**config.mk**
```make
export PLATFORM = sky130hd
export DESIGN_NAME = regfile_wb_arbiter
export DESIGN_NICKNAME = d
export VERILOG_FILES = /design/src/rtl/regfile_pkg.sv /design/src/rtl/rr_arbiter.sv /design/src/rtl/regfile_wb_arbiter.sv
export SDC_FILE = /design/constraint.sdc
export NUM_CORES = 1
export LEC_CHECK = 0
export BUFFER_PORTS_ARGS = -buffer_cell sky130_fd_sc_hd__buf_2
export CORE_MARGIN = 8
export CORE_UTILIZATION = 49
export CTS_CLUSTER_SIZE = 28
export DETAILED_ROUTE_END_ITERATION = 8
export PLACE_DENSITY_LB_ADDON = 0.1
export SYNTH_ARGS = -nofsm -noshare
export SYNTH_HDL_FRONTEND = slang
export SYNTH_SLANG_ARGS = --single-unit
```
**constraint.sdc**
```tcl
create_clock -name clk -period 2.4 [get_ports clk]
set_input_delay 0.12 -clock clk [delete_from_list [all_inputs] [get_ports clk]]
set_output_delay 0.12 -clock clk [all_outputs]
set_load 0.01 [all_outputs]
```
**src/rtl/regfile_pkg.sv**
```systemverilog
// Shared types and constants for the register-file writeback path.
package regfile_pkg;

   localparam int unsigned NUM_GPR = 7;
   localparam int unsigned NUM_LBL = 6;
   localparam int unsigned RD_W    = 3;
   localparam int unsigned DATA_W  = 8;
   localparam int unsigned STAT_W  = 16;
   localparam int unsigned IDX_N   = 1 << RD_W;

   localparam logic [RD_W-1:0] GPR_V0   = 3'd4;
   localparam logic [RD_W-1:0] GPR_C0   = 3'd5;
   localparam logic [RD_W-1:0] GPR_ZERO = 3'd6;

   typedef struct packed {
      logic              label;
      logic [RD_W-1:0]   rd;
      logic [DATA_W-1:0] data;
      logic              cond;
   } wb_req_t;

   typedef enum logic [1:0] {
      RUN   = 2'd0,
      DRAIN = 2'd1,
      DONE  = 2'd2
   } wb_state_e;

   // True when rd addresses an existing register of the selected file.
   function automatic logic dest_legal(input logic label, input logic [RD_W-1:0] rd);
      return label ? (32'(rd) < NUM_LBL) : (32'(rd) < NUM_GPR);
   endfunction

endpackage

```
**src/rtl/rr_arbiter.sv**
```systemverilog
// Round-robin arbiter: one-hot grant to the first requester at or after the pointer.
module rr_arbiter #(
   parameter int unsigned NREQ = 2
) (
   input  logic            clk,
   input  logic            rst_n,
   input  logic [NREQ-1:0] req_i,
   input  logic            advance_i,
   output logic [NREQ-1:0] grant_o
);

   localparam int unsigned PW = (NREQ > 1) ? $clog2(NREQ) : 1;

   logic [PW-1:0] r_ptr;
   logic [PW-1:0] w_gidx;
   logic          w_found;
   logic [31:0]   w_idx;

   // Scan requesters starting at the pointer, first hit wins.
   always_comb begin
      grant_o = '0;
      w_gidx  = r_ptr;
      w_found = 1'b0;
      w_idx   = '0;
      for (int unsigned k = 0; k < NREQ; k++) begin
         w_idx = (32'(r_ptr) + k) % NREQ;
         if (!w_found && req_i[w_idx[PW-1:0]]) begin
            w_found                 = 1'b1;
            w_gidx                  = PW'(w_idx);
            grant_o[w_idx[PW-1:0]]  = 1'b1;
         end
      end
   end

   // Pointer moves just past the winner on every accepted grant.
   always_ff @(posedge clk) begin
      if (!rst_n) begin
         r_ptr <= '0;
      end else if (advance_i) begin
         r_ptr <= PW'((32'(w_gidx) + 32'd1) % NREQ);
      end
   end

endmodule

```
**src/rtl/regfile_wb_arbiter.sv**
```systemverilog
// Writeback arbiter, GPR scoreboard and flush sequencer for the 8-bit register file.
// Optional: define REGFILE_WB_STATS_EN to add stats_o grant/conflict counters.
module regfile_wb_arbiter
   import regfile_pkg::*;
#(
   parameter int unsigned NREQ = 2
) (
   input  logic                   clk,
   input  logic                   rst_n,
   input  logic [NREQ-1:0]        wb_valid_i,
   output logic [NREQ-1:0]        wb_ready_o,
   input  logic [RD_W*NREQ-1:0]   wb_rd_i,
   input  logic [DATA_W*NREQ-1:0] wb_data_i,
   input  logic [NREQ-1:0]        wb_cond_i,
   input  logic [NREQ-1:0]        wb_label_i,
   input  logic                   rsv_valid_i,
   input  logic [RD_W-1:0]        rsv_rd_i,
   input  logic [RD_W-1:0]        chk_rs1_i,
   input  logic [RD_W-1:0]        chk_rs2_i,
   output logic                   hazard_o,
   input  logic                   flush_i,
   output logic                   flush_done_o,
   output logic [RD_W-1:0]        rd_o,
   output logic [DATA_W-1:0]      write_data_o,
   output logic                   condition_bit_o,
   output logic                   reg_write_o,
   output logic                   label_write_o,
   output logic                   err_o
`ifdef REGFILE_WB_STATS_EN
   ,
   output logic [STAT_W*(NREQ+1)-1:0] stats_o
`endif
);

   logic [NREQ-1:0]    w_grant;
   logic               w_accept;
   logic               w_legal;
   wb_req_t            w_sel;
   logic [IDX_N-1:0]   w_busy_ext;
   logic [IDX_N-1:0]   w_busy_nxt;
   wb_state_e          r_state, w_state_nxt;
   logic [NUM_GPR-1:0] r_busy;
   logic [RD_W-1:0]    r_rd;
   logic [DATA_W-1:0]  r_data;
   logic               r_cond, r_reg_write, r_label_write, r_err, r_flush_done;

   rr_arbiter #(.NREQ(NREQ)) u_arb (
      .clk       (clk),
      .rst_n     (rst_n),
      .req_i     (wb_valid_i),
      .advance_i (w_accept),
      .grant_o   (w_grant)
   );

   assign wb_ready_o = w_grant;
   assign w_accept   = |(wb_valid_i & w_grant);

   // Route the granted requester's payload onto the shared write port.
   always_comb begin
      w_sel = '0;
      for (int unsigned i = 0; i < NREQ; i++) begin
         if (w_grant[i]) begin
            w_sel.label = wb_label_i[i];
            w_sel.rd    = wb_rd_i[RD_W*i +: RD_W];
            w_sel.data  = wb_data_i[DATA_W*i +: DATA_W];
            w_sel.cond  = wb_cond_i[i];
         end
      end
   end

   assign w_legal    = dest_legal(w_sel.label, w_sel.rd);
   assign w_busy_ext = IDX_N'(r_busy);
   assign hazard_o   = w_busy_ext[chk_rs1_i] | w_busy_ext[chk_rs2_i];

   // Scoreboard update: retire first, then reserve so a same-cycle reserve wins.
   always_comb begin
      w_busy_nxt = w_busy_ext;
      if (w_accept && w_legal && !w_sel.label) w_busy_nxt[w_sel.rd] = 1'b0;
      if (rsv_valid_i && (r_state == RUN) && (32'(rsv_rd_i) < NUM_GPR))
         w_busy_nxt[rsv_rd_i] = 1'b1;
   end

   // Flush sequencing: drain outstanding writes, then pulse done for one cycle.
   always_comb begin
      w_state_nxt = r_state;
      case (r_state)
         RUN:     if (flush_i) w_state_nxt = DRAIN;
         DRAIN:   if ((r_busy == '0) && (wb_valid_i == '0)) w_state_nxt = DONE;
         DONE:    w_state_nxt = RUN;
         default: w_state_nxt = RUN;
      endcase
   end

   // State, scoreboard and registered register-file write port.
   always_ff @(posedge clk) begin
      if (!rst_n) begin
         r_state       <= RUN;
         r_busy        <= '0;
         r_rd          <= '0;
         r_data        <= '0;
         r_cond        <= 1'b0;
         r_reg_write   <= 1'b0;
         r_label_write <= 1'b0;
         r_err         <= 1'b0;
         r_flush_done  <= 1'b0;
      end else begin
         r_state       <= w_state_nxt;
         r_busy        <= w_busy_nxt[NUM_GPR-1:0];
         r_flush_done  <= (w_state_nxt == DONE);
         r_reg_write   <= w_accept & w_legal & ~w_sel.label;
         r_label_write <= w_accept & w_legal & w_sel.label;
         if (w_accept && w_legal) begin
            r_rd   <= w_sel.rd;
            r_data <= w_sel.data;
            r_cond <= w_sel.cond;
         end
         if (w_accept && !w_legal) r_err <= 1'b1;
      end
   end

   assign rd_o            = r_rd;
   assign write_data_o    = r_data;
   assign condition_bit_o = r_cond;
   assign reg_write_o     = r_reg_write;
   assign label_write_o   = r_label_write;
   assign err_o           = r_err;
   assign flush_done_o    = r_flush_done;

`ifdef REGFILE_WB_STATS_EN
   logic [STAT_W-1:0] r_stat [NREQ+1];

   // Saturating per-requester grant counters plus a contention counter.
   always_ff @(posedge clk) begin
      if (!rst_n) begin
         for (int unsigned i = 0; i <= NREQ; i++) r_stat[i] <= '0;
      end else begin
         for (int unsigned i = 0; i < NREQ; i++) begin
            if (wb_valid_i[i] && w_grant[i] && (r_stat[i] != '1))
               r_stat[i] <= r_stat[i] + STAT_W'(1);
         end
         if (($countones(wb_valid_i) >= 2) && (r_stat[NREQ] != '1))
            r_stat[NREQ] <= r_stat[NREQ] + STAT_W'(1);
      end
   end

   // Flatten counters onto the stats bus.
   always_comb begin
      stats_o = '0;
      for (int unsigned i = 0; i <= NREQ; i++) stats_o[STAT_W*i +: STAT_W] = r_stat[i];
   end
`endif

endmodule

```
==> flow_metrics.env <==
export IMPL_outcome="completed"
export IMPL_cts_buffers_inserted=3
export IMPL_synth_common_cells="dfxtp_1 (26), a21oi_1 (13), o21a_1 (10)"
export IMPL_initial_core_util_pct=52.1
export IMPL_fin_skew_ns=0.00747
export IMPL_syn2layout_area_growth_pct=25.1
export IMPL_setup_tns_final_ns=0
export IMPL_arrival_ns=2.31
export IMPL_antenna_cells=0
export IMPL_yosysMostFrequentCell="dfxtp_1"
export IMPL_core_region_area_sq_mm=0.00250
export IMPL_yosys_top_cells_area="dfxtp_1 (40%), a221oi_1 (6.1%), o21a_1 (5.8%), a21oi_1 (5.0%), a32o_2 (3.5%)"
export IMPL_cp_max_fo=16
export IMPL_fillers=223
export IMPL_tightest_slew_ns=0.502
export IMPL_finalPower_w=0.000906
export IMPL_cp_required_ns=2.67
export IMPL_grt_overflow=0
export IMPL_regArea_sq_um=520
export IMPL_synthFlopType="dfxtp_1"
export IMPL_crit_chain="a21boi_4 -> a32o_2 -> o211ai_2 -> nor2b_4 -> o221a_2"
export IMPL_rsz0062_at_grt="false"
export IMPL_cts_setup_buffers=0
export IMPL_setup_viol=0
export IMPL_r2r_slack_ns=0.36
export IMPL_first_pass_iters=4
export IMPL_ys_seq_elements=26
export IMPL_drv_slew=0
export IMPL_drtIter0Drc=53
export IMPL_placementRows=18
export IMPL_routabilityCongestion=0.811
export IMPL_path_class="reg -> reg"
export IMPL_yosys_warnings=0
export IMPL_synth_top_area_share_pct=40.0
export IMPL_maxCapViolations=0
export IMPL_dp_hpwl_microns=2980
export IMPL_setup_worst_path_start_class="flip-flop"
export IMPL_ctsRootBufferMaster="clkbuf_4"
export IMPL_post_cts_resized=0
export IMPL_ys_seq_area_share_pct=40.0
export IMPL_synth_top_area_cell="dfxtp_1"
export IMPL_io_buffers=59
export IMPL_finalWirelength_microns=3750
export IMPL_async_flop_share_pct=0
export IMPL_synth_edf_count=0
export IMPL_fin_nets=228
export IMPL_drc=0
export IMPL_h_tree_depth=1
export IMPL_cts_hold_fix_buffers=0
export IMPL_die_y_microns=67.5
export IMPL_clk_pin_slew_worst_paths_ns=0.14
export IMPL_power_density_mw_per_mm2=557
export IMPL_clk_insertion_delay_late_ns=0.31
export IMPL_min_path_type="in -> reg"
export IMPL_vias=1307
export IMPL_syn_num_nets=171
export IMPL_dieArea_sq_mm=0.00456
export IMPL_grt_antenna_before_repair=0
export IMPL_die_w_microns=67.5
export IMPL_wl_per_cell_microns=17.4
export IMPL_fmax_ghz=0.491
export IMPL_synthesis_area_sq_mm=0.00130
export IMPL_p_leak_nw=0.737
export IMPL_multi_input_area_sq_um=716
export IMPL_viasPerCell=6.05
export IMPL_grt_pass1_wl_microns=6020
export IMPL_drive_gt1_share_pct=42.5
export IMPL_synthCells=130
export IMPL_track_usage_pct=16.5
export IMPL_synth_cell_type_count=40
export IMPL_cts_tree="done"
export IMPL_syn_area_per_cell_sq_um=10.0
export IMPL_crit_path_top_delay_cell="o211ai_2"
export IMPL_final_antenna_net_count=0
export IMPL_finalCritPeriodShare_pct=84.9
export IMPL_hold_viol=0
export IMPL_clk_path_buf_depth=2
export IMPL_max_slew_margin_pct=66.5
export IMPL_grt_pass1_vias=1411
export IMPL_io_pin_count=60
export IMPL_end_kind="flip-flop"
export IMPL_period_minus_slack_ns=2.04
export IMPL_vdd_ir_drop_worst_v=0.000321
export IMPL_crit_path_max_incr_delay_ns=0.44
export IMPL_timing_hold_ws_ns=0.0486
export IMPL_grt_max_degree=17
export IMPL_cts_sinks=26
## area by class of cell
class / instances / area share [%]
multi-input cells: 92 / 44.0
repair buffers: 60 / 18.6
clock buffers: 4 / 2.23
inverters: 4 / 0.922
well taps: 30 / 2.31
flip-flops and latches: 26 / 32.0
## placed cells by master (no fill, tap or decap), types with 3 or more instances in the layout
cell / instances
a221oi_1: 9
clkbuf_4: 3
inv_1: 4
o21ai_0: 7
o21a_1: 10
nand2_1: 7
nor2_1: 3
dfxtp_1: 26
a21oi_1: 13
buf_2: 59
o211ai_1: 3
a32o_2: 4
## state kept, by name (all words and copies together) (netlist names)
| name | cells |
|---|---|
| err_o | 1 |
| label_write_o | 1 |
| condition_bit_o | 1 |
| rd_o | 3 |
| reg_write_o | 1 |
| flush_done_o | 1 |
| r_state | 2 |
| r_busy | 7 |
| write_data_o | 8 |
| u_arb.r_ptr | 1 |
## per-stage QoR
step                area, sq um  cells  setup slack [ns]  utilization [%]
CTS                        1630    216             0.384             65.1
floorplan                  1300    130             0.793                -
detailed placement         1590    212             0.411             63.7
global route               1630    216             0.207             65.1
global placement           1590    212             0.463             63.7
finish                     1630    216             0.362             65.1
## final timing paths
check,cells past startpoint,endpoint,startpoint
hold reg to reg,2,err_o,err_o
hold / removal,2,r_busy[2],rsv_rd_i[0]
setup / recovery,5,rd_o[2],u_arb.r_ptr
setup reg to reg,5,rd_o[2],u_arb.r_ptr
## cells by family (layout without fill, tap and decap cells)
| logic type | count (synthesis) | after routing | synth area share, % |
|---|---|---|---|
| mux | 4 | 4 | 5.00 |
| buf+inv | 12 | 68 | 5.00 |
| flops | 26 | 26 | 40.0 |
| compound gates | 62 | 62 | 37.2 |
| simple gates | 26 | 26 | 12.8 |
## critical path, delay by kind of cell, from the launching register on
family,cells,cell delay [ns]
AOI/OAI and AO/OA,4,1.13
DFF,1,0.43
and+or+nand+nor,1,0.43
## per-layer routing
layer	wire (microns)	up-vias	GRT usage, %
li1	-	638	-
met1	1520	602	17.8
met2	1910	57	29.7
met3	261	10	4.47
met4	62	0	6.79
met5	0	-	0
## power by group
group | switching [W] | leakage [nW] | internal, W
combinational | 0.000116 | 0.502 | 0.0000988
clock | 0.000120 | 0.0210 | 0.0000925
sequential | 0.0000176 | 0.214 | 0.000461
(Power assumes the default switching activity.)
